**src/rtl/f9pcap_port_arb.sv**
```systemverilog
// Packet-level round-robin arbiter: muxes PORT_COUNT buffered frame streams onto one
// udp_eth_send input, locking the grant from arbitration until the frame's last beat.

module f9pcap_port_arb_lane #(
  parameter int DATA_WIDTH = 64,
  parameter int KEEP_WIDTH = DATA_WIDTH / 8
) (
  input  logic                  grant,
  input  logic                  valid,
  input  logic                  en,
  input  logic                  last,
  input  logic                  o_ready,
  input  logic [DATA_WIDTH-1:0] data,
  input  logic [KEEP_WIDTH-1:0] keep,
  output logic                  req,
  output logic                  ready,
  output logic                  g_valid,
  output logic                  g_last,
  output logic [DATA_WIDTH-1:0] g_data,
  output logic [KEEP_WIDTH-1:0] g_keep
);
  // Ungranted lanes contribute zeros so the top can OR-reduce instead of muxing.
  assign req     = valid & en;
  assign ready   = grant & o_ready;
  assign g_valid = grant & valid;
  assign g_last  = g_valid & last;
  assign g_data  = g_valid ? data : '0;
  assign g_keep  = g_valid ? keep : '0;
endmodule

module f9pcap_port_arb #(
  parameter  int PORT_COUNT = 4,
  parameter  int DATA_WIDTH = 64,
  parameter  int LEN_WIDTH  = 16,
  localparam int KEEP_WIDTH = DATA_WIDTH / 8,
  localparam int SEL_WIDTH  = (PORT_COUNT > 1) ? $clog2(PORT_COUNT) : 1
) (
  input  logic                             clk_in,
  input  logic                             rst_n_in,
  input  logic [PORT_COUNT-1:0]            port_en_in,
  input  logic [PORT_COUNT-1:0]            i_valid_in,
  output logic [PORT_COUNT-1:0]            i_ready_out,
  input  logic [PORT_COUNT*DATA_WIDTH-1:0] i_data_in,
  input  logic [PORT_COUNT*KEEP_WIDTH-1:0] i_keep_in,
  input  logic [PORT_COUNT-1:0]            i_last_in,
  input  logic [PORT_COUNT*LEN_WIDTH-1:0]  i_data_len_in,
  output logic                             o_valid_out,
  input  logic                             o_ready_in,
  output logic [DATA_WIDTH-1:0]            o_data_out,
  output logic [KEEP_WIDTH-1:0]            o_keep_out,
  output logic                             o_last_out,
  output logic [LEN_WIDTH-1:0]             o_data_len_out,
  output logic [SEL_WIDTH-1:0]             o_sel_out,
  output logic                             o_busy_out,
  output logic [31:0]                      o_frame_cnt_out
);
  typedef enum logic {IDLE, PASS} state_t;

  state_t                                 state, state_nx;
  logic [SEL_WIDTH-1:0]                   sel, rr_ptr, win, idx;
  logic [LEN_WIDTH-1:0]                   len;
  logic [31:0]                            frame_cnt;
  logic                                   found, xfer_last;
  logic [PORT_COUNT-1:0]                  req, grant, g_valid, g_last;
  logic [PORT_COUNT-1:0][DATA_WIDTH-1:0]  data_a, g_data;
  logic [PORT_COUNT-1:0][KEEP_WIDTH-1:0]  keep_a, g_keep;
  logic [PORT_COUNT-1:0][LEN_WIDTH-1:0]   len_a;

  assign data_a = i_data_in;
  assign keep_a = i_keep_in;
  assign len_a  = i_data_len_in;

  always_comb begin
    grant = '0;
    if (state == PASS) grant[sel] = 1'b1;
  end

  for (genvar p = 0; p < PORT_COUNT; p++) begin : g_lane
    f9pcap_port_arb_lane #(
      .DATA_WIDTH (DATA_WIDTH),
      .KEEP_WIDTH (KEEP_WIDTH)
    ) u_lane (
      .grant   (grant[p]),
      .valid   (i_valid_in[p]),
      .en      (port_en_in[p]),
      .last    (i_last_in[p]),
      .o_ready (o_ready_in),
      .data    (data_a[p]),
      .keep    (keep_a[p]),
      .req     (req[p]),
      .ready   (i_ready_out[p]),
      .g_valid (g_valid[p]),
      .g_last  (g_last[p]),
      .g_data  (g_data[p]),
      .g_keep  (g_keep[p])
    );
  end

  always_comb begin
    o_data_out = '0;
    o_keep_out = '0;
    for (int p = 0; p < PORT_COUNT; p++) begin
      o_data_out = o_data_out | g_data[p];
      o_keep_out = o_keep_out | g_keep[p];
    end
  end

  assign o_valid_out     = |g_valid;
  assign o_last_out      = |g_last;
  assign o_busy_out      = (state == PASS);
  assign o_sel_out       = o_busy_out ? sel : '0;
  assign o_data_len_out  = o_busy_out ? len : '0;
  assign o_frame_cnt_out = frame_cnt;
  assign xfer_last       = o_valid_out & o_ready_in & o_last_out;

  // Search upward from rr_ptr+1; the explicit wrap keeps non-power-of-two counts in range.
  always_comb begin
    win   = '0;
    found = 1'b0;
    idx   = rr_ptr;
    for (int i = 0; i < PORT_COUNT; i++) begin
      idx = (idx == SEL_WIDTH'(PORT_COUNT - 1)) ? '0 : idx + SEL_WIDTH'(1);
      if (!found && req[idx]) begin
        found = 1'b1;
        win   = idx;
      end
    end
  end

  always_comb begin
    state_nx = state;
    case (state)
      IDLE:    if (found) state_nx = PASS;
      PASS:    if (xfer_last) state_nx = IDLE;
      default: state_nx = IDLE;
    endcase
  end

  always_ff @(posedge clk_in or negedge rst_n_in) begin
    if (!rst_n_in) begin
      state     <= IDLE;
      sel       <= '0;
      rr_ptr    <= SEL_WIDTH'(PORT_COUNT - 1);
      len       <= '0;
      frame_cnt <= '0;
    end else begin
      state <= state_nx;
      if (state == IDLE && found) begin
        sel <= win;
        len <= len_a[win];
      end
      if (state == PASS && xfer_last) begin
        rr_ptr    <= sel;
        frame_cnt <= frame_cnt + 32'd1;
      end
    end
  end
endmodule

```
**config.mk**
```make
export PLATFORM = sky130hd
export DESIGN_NAME = f9pcap_port_arb
export DESIGN_NICKNAME = d
export VERILOG_FILES = /design/src/rtl/f9pcap_port_arb.sv
export SDC_FILE = /design/constraint.sdc
export NUM_CORES = 1
export LEC_CHECK = 0
export CORE_AREA = 2 2 193 195
export DETAILED_ROUTE_END_ITERATION = 7
export DIE_AREA = 0 0 195 197
export GPL_ROUTABILITY_DRIVEN = 0
export PLACE_DENSITY = 0.49
export SLEW_MARGIN = 20
export SYNTH_ARGS = -nofsm -noshare
export SYNTH_HDL_FRONTEND = slang
export SYNTH_SLANG_ARGS = --single-unit
```
**constraint.sdc**
```tcl
create_clock -name clk_in -period 2.31 [get_ports clk_in]
set_input_delay 0.3465 -clock clk_in [delete_from_list [all_inputs] [get_ports clk_in]]
set_output_delay 0.3465 -clock clk_in [all_outputs]
set_load 0.03 [all_outputs]
```
==> flow_summary.json <==
{
  "fmax_mhz": 436,
  "hold_path.class": "input port to async pin",
  "gr-usage-all-layers": 0.154,
  "end_kind": "primary output",
  "via_count": 6543,
  "post-route-cell-area_um2": 11200,
  "rrSetupSlack_ns": 0.17,
  "ant_nets": 0,
  "cp_max_fo": 22,
  "yosys.area_share.adder": 0.00550,
  "rows": 70,
  "synth_seq_area_share": 0.292,
  "clock_latency_ns": 0.30,
  "post-route-min-period_ns": 2.29,
  "synthesis.area_um2": 4550,
  "ys_types": 43,
  "syn_area_per_cell_um2": 8.55,
  "intPower_uw": 5540,
  "clkSlewWorstSetupHoldPaths_ns": 0.08,
  "wl_mm": 32.3,
  "fin_worst_skew_ns": 0.00861,
  "start_kind": "input port",
  "finalCritPeriodShare": 0.993,
  "wl_met3_mm": 2.56,
  "setup_violations": 0,
  "ys.warnings.count": 0,
  "power_density_nw_per_um2": 941,
  "p_leak_uw": 0.00474,
  "synth_xor_area_frac": 0.0597,
  "fin_total_pwr_uw": 10600,
  "cts_sinks": 53,
  "grt_max_degree": 46,
  "postSynthNetCount": 901,
  "fp.coreArea_um2": 36300,
  "cp_data_required_time_ns": 1.96,
  "syn_inst": 532,
  "route.met2.wl_mm": 16.5,
  "sequentialPowerShare": 0.125,
  "initial_core_util": 0.126,
  "grt_pass1_vias": 6644,
  "synthFlopType": "dfrtp_1",
  "finalSetupTns_ns": 0,
  "ios": 496,
  "grt.overflow.total": 0,
  "vias_per_cell": 4.28,
  "synth_top_area_share": 0.280,
  "outcome": "finished, final reports clean",
  "synth_compound_area_frac": 0.320,
  "combPwrFrac": 0.799,
  "grt_pass1_wl_mm": 44.2,
  "drtIter0Drc": 273,
  "design.die.area_um2": 38400,
  "drive_gt1_frac": 0.205,
  "clkPwrFrac": 0.076,
  "synthSimpleGateAreaFrac": 0.185,
  "wl_met1_mm": 12.6,
  "synth_common_cells": "a22oi_1, nand2_1, dfrtp_1, mux2i_1, nor2_1",
  "hold_slack_ns": 0.0573,
  "numPortBuffers": 495,
  "ys_ff_latch": 53,
  "maxCapViolations": 0,
  "die_h_um": 197,
  "synth.area.mux_share": 0.0850,
  "max_slew_margin": 0.575,
  "synth_area_leaders": "dfrtp_1, a22oi_1, mux2i_1, nand2_1, xnor2_1",
  "avgRoutedWirePerCell_um": 21.1,
  "net-switching-power_uw": 5010,
  "netSwitchingFraction": 0.474,
  "post-route-drc-count": 0,
  "clock-root-buffer": "clkbuf_16",
  "synth_largest_area_cell": "dfrtp_1",
  "rsz0062_at_grt": "yes",
  "fp.dieW_um": 195,
  "drt-pass1-iter-count": 5,
  "final_hold_viol_count": 0,
  "crit_arrival_ns": 1.95,
  "setup.worst_path.class": "input port to primary output",
  "place_hpwl_mm": 26.1,
  "htree_levels": 2,
  "tightestPinTransition_ns": 0.637,
  "synth_edf_count": 0,
  "yosysMostFrequentCell": "a22oi_1",
  "cts_buffers": 5,
  "synth_top_family_by_area": "compound AO/OA/AOI/OAI gates",
  "async_flop_share": 1.00,
  "cts_hold_buffers": 0,
  "antenna_found_initial": 9,
  "drv_slew": 0,
  "cts_tree": "built",
  "dp.cells": 1512,
  "instances_no_fill": 1530,
  "areaGrowthSynthToFinish_pct": 146,
  "final_nets": 1429,
  "cts_buffer_depth": 2,
  "route.top_layer_used": "met5",
  "ir_drop_uv": 456,
  "postPlaceCellArea_um2": 10700
}
cell usage in the layout (no fill, tap or decap), types with 2 or more instances in the layout:
cell type,netlist,routed
clkbuf_16,0,7
inv_1,4,4
nand4_1,10,10
buf_6,2,10
dfrtp_1,51,48
clkdlybuf4s50_1,0,402
and2_1,20,20
nand3_1,12,12
nand2_1,88,77
dfstp_2,2,2
a21oi_1,3,3
a22oi_2,0,23
buf_4,7,96
and3_1,7,7
a22oi_4,2,2
clkinvlp_4,0,2
buf_16,0,2
buf_12,0,40
dlymetal6s2s_1,0,11
a221oi_1,16,16
dfrtp_2,0,3
dlygate4sd2_1,0,2
xnor2_1,25,25
mux2i_1,33,33
nor2_1,26,26
nand2_2,0,11
nor3_1,2,2
xor2_1,6,6
a2111oi_4,1,2
mux2_2,3,3
and4_1,7,6
a211oi_1,2,2
a22oi_1,145,122
cell type report:
| cell class | count | area (µm²) |
|---|---|---|
| tap | 468 | 586 |
| clock inverter | 3 | 26.3 |
| timing repair buffer | 568 | 5970 |
| sequential | 53 | 1330 |
| antenna | 1 | 2.50 |
| clock buffer | 5 | 125 |
| inverter | 4 | 15.0 |
| fill | 3832 | 25000 |
| multi-input combinational | 428 | 3160 |
stage by stage:
step	worst slack, ns	util
final	0.0157	0.309
after detailed placement	-0.133	0.294
after global routing	-0.0428	0.309
after CTS	-0.0188	0.303
after global placement	-0.102	0.294
after floorplan	0.102	-
critical path, cell delays in order:
cell,delay [ns]
clkdlybuf4s50_1,0.44
and4b_4,0.25
buf_12,0.13
clkbuf_16,0.19
a22oi_1,0.27
nand2_2,0.14
buf_12,0.16
power groups by stage:
stage	registers, µW	logic (µW)	clock network [µW]
finish	1320	8430	802
global route	1360	8890	858
CTS	1320	8290	836
detailed placement	1330	8050	0
global placement	1330	8060	0
floorplan	1340	3850	0
state kept, by name (all words and copies together) (netlist names):
register,count
len,16
o_busy_out,1
o_frame_cnt_out,32
rr_ptr,2
sel,2
worst paths after layout:
check	start	to	cells past startpoint
min reg2reg	o_frame_cnt_out[31]	o_frame_cnt_out[31]	1
max in group asynchronous	rst_n_in	o_frame_cnt_out[8]	2
max reg2reg	rr_ptr[1]	len[15]	8
min in group clk_in	o_frame_cnt_out[31]	o_frame_cnt_out[31]	1
min	rst_n_in	o_frame_cnt_out[19]	1
max	i_valid_in[2]	o_data_out[51]	7
timing repair:
| item | 4_1_cts | 5_1_grt |
|---|---|---|
| setup buffers | 1 | 4 |
| cloned | 2 | 3 |
| resized for setup | 27 | 42 |
| pin swaps | 6 | 10 |
| endpoints found under the setup margin | 48 | 70 |
cells by family after synthesis:
group	Yosys count
AO/OA/AOI/OAI	180
AND/OR/NAND/NOR	178
flip-flops	53
buffers and inverters	51
multiplexers	37
XOR/XNOR	31
adder cells (fa/ha/maj)	2
metal layers:
layer	track usage	up-vias
met1	0.181	3081
met5	0	-
met4	0.0325	12
met2	0.281	294
met3	0.0406	47
li1	-	3109
No activity file was read; power rests on OpenSTA's default activity.
==> edit: new RTL, same flow settings <==
Change the parameter `LEN_WIDTH` from 16 to 32.
--- a/src/rtl/f9pcap_port_arb.sv
+++ b/src/rtl/f9pcap_port_arb.sv
@@ -31,7 +31,7 @@
 module f9pcap_port_arb #(
   parameter  int PORT_COUNT = 4,
   parameter  int DATA_WIDTH = 64,
-  parameter  int LEN_WIDTH  = 16,
+  parameter  int LEN_WIDTH  = 32,
   localparam int KEEP_WIDTH = DATA_WIDTH / 8,
   localparam int SEL_WIDTH  = (PORT_COUNT > 1) ? $clog2(PORT_COUNT) : 1
 ) (
Interface: changed (resized i_data_len_in and o_data_len_out); port bits go from 496 to 576. No check against the original RTL was run, so the function may have changed too.
==> edit against the unedited design <==
The run now ends with negative setup slack left; cell area increased by 30%; clock skew decreased by 0.0023 ns; sequential cell count increased by 16; fmax decreased by 4.8%; total power increased by 30%; routed wire length increased by 35%; area after synthesis increased by 34%; worst setup slack got worse by 0.12 ns; critical endpoint is now o_data_out[48]; largest cell class unchanged.
==> edit: results (changes against the unedited design) <==
Run status
  • Outcome: complete, but fails checks (was finished clean)
  • Failing checks: negative setup slack

STA
  • Slew @ Worst Pin: 0.8698 ns (was 0.6370 ns)
  • Final setup vio count: 22 (was 0)
  • Fin Clk Skew: 0.006304 ns (was 0.008613 ns)
  • Worst setup margin: -0.09973 ns (was 0.01574 ns)

Route
  • Routed Wire Length: 43480 µm (was 32320 µm)
  • Vias per cell: 4.824 (was 4.276)
  • Drt pass-1 iters: 8 (was 5)
  • Iter 0 DRT Violations: 544 (was 273)

Yosys
  • Syn nets: 1194 (was 901)
  • Sequential-to-total area share from yosys stat: 28.42% (was 29.20%)
  • Synth top area cells: dfrtp_1, nand2_1, a222oi_1, nor3b_1, a211oi_1 (was dfrtp_1, a22oi_1, mux2i_1, nand2_1, xnor2_1)
  • Top cells by count, synth: nand2_1, a222oi_1, dfrtp_1 (was a22oi_1, nand2_1, dfrtp_1)
  • Post-synth cell types: 62 (was 43)

GRT
  • Total track usage: 20.89% (was 15.44%)
  • Largest net degree at the start of global routing: 53 (was 46)
  • Vias in the first global route: 8877 (was 6644)
  • First-pass GRT wire length: 60170 µm (was 44220 µm)

Final layout
  • Fill cells: 3671 (was 3832)
  • Nets: 1832 (was 1429)
  • Layout cells sized above 1: 23.29% (was 20.55%)

Power
  • Overall power: 13.77 mW (was 10.55 mW)
  • Pleak: 6.208 nW (was 4.741 nW)
  • Peak supply drop: 353.9 µV (was 456.2 µV)

Placement
  • Hpwl dp: 35090 µm (was 26100 µm)
  • Number of port buffers: 575 (was 495)

CTS
  • Worst-Skew Late Latency: 0.34 ns (was 0.30 ns)
  • H-tree levels: 3 (was 2)
  • Clk slew on worst S/H paths: 0.06 ns (was 0.08 ns)
  • Num CTS Buffers: 9 (was 5)

Worst setup path
  • CP Max Fanout: 8 (was 22)
  • CP max stage cell: dfrtp_2 (was clkdlybuf4s50_1)
edit: cell count changes in the layout (fill, tap and decap cells not counted), sizes merged, moves of 24 or more:
cell           unedited run  this run
mux2i                    33         9
nor3b                     1        47
clkdlybuf4s50           402       457
nand2                    88       204
a211oi                    2        47
a222oi                    0        73
a22oi                   147         1
buf                     150       241
edit: metal layers:
metal	part of all wire, %	global-route usage, %	vias up
li1	-	-	4203
met1	39	24.38	4359
met2	51	37.98	408
met3	8.8	6.434	46
met4	1.2	3.534	20
met5	0.29	0	-
edit: power breakdown:
group / internal (mW) / switching, mW
logic: 4.99 / 5.45
clock network: 1.01 / 0.581
registers: 1.54 / 0.199
edit: per-stage QoR:
step                      cells    TNS, ns  cell area (µm²)  utilization [%]  worst slack [ns]
after floorplan             761  -0.005966             6100                -         -0.001193
after global placement     1824     -16.60            13230            36.48           -0.2976
after detailed placement   1824     -17.29            13230            36.48           -0.2766
after CTS                  1857     -1.853            13950            38.47           -0.1320
after global routing       1872     -5.387            14550            40.13           -0.1773
final                      1873    -0.7083            14550            40.14          -0.09973
edit: path summary, 6_finish.rpt:
| check | from | endpoint | slack, ns | cells after the start |
|---|---|---|---|---|
| worst max-delay path | o_busy_out | o_data_out[48] | -0.1 | 6 |
| worst min-delay path | rst_n_in | len[4] | 0.04 | 1 |
| worst max register to register | sel[1] | o_frame_cnt_out[12] | 0.04 | 8 |
| worst min register to register | rr_ptr[1] | rr_ptr[1] | 0.46 | 2 |
| max in group asynchronous | rst_n_in | o_frame_cnt_out[13] | 1.62 | 2 |
| min in group clk_in | rr_ptr[1] | rr_ptr[1] | 0.46 | 2 |
edit: kinds of logic (layout without fill, tap and decap cells):
group | Yosys count | in the layout | synth area share (%)
xor+xnor | 31 | 31 | 4.462
flops | 69 | 69 | 28.42
mux | 9 | 9 | 1.481
simple gates | 374 | 374 | 31.65
buf+inv | 83 | 726 | 6.272
compound gates | 193 | 193 | 27.31
fa+ha+maj | 2 | 2 | 0.4112
other cells | 0 | 1 | 0
edit: timing repair:
action | in CTS | in global routing
hold endpoints to repair | 0 | 0
endpoints found under the setup margin | 75 | 119
gates cloned | 2 | 3
pin swaps | 72 | 100
resized for setup | 58 | 92
buffers inserted | 15 | 12
edit: layout make-up:
| cell class | count | area share (%) |
|---|---|---|
| timing repair buffer | 705 | 51.69 |
| clock buffer | 11 | 1.737 |
| antenna | 1 | 0.01719 |
| sequential | 69 | 11.91 |
| inverter | 5 | 0.1290 |
| multi-input combinational | 609 | 29.93 |
| clock inverter | 5 | 0.5674 |
| tap | 468 | 4.023 |
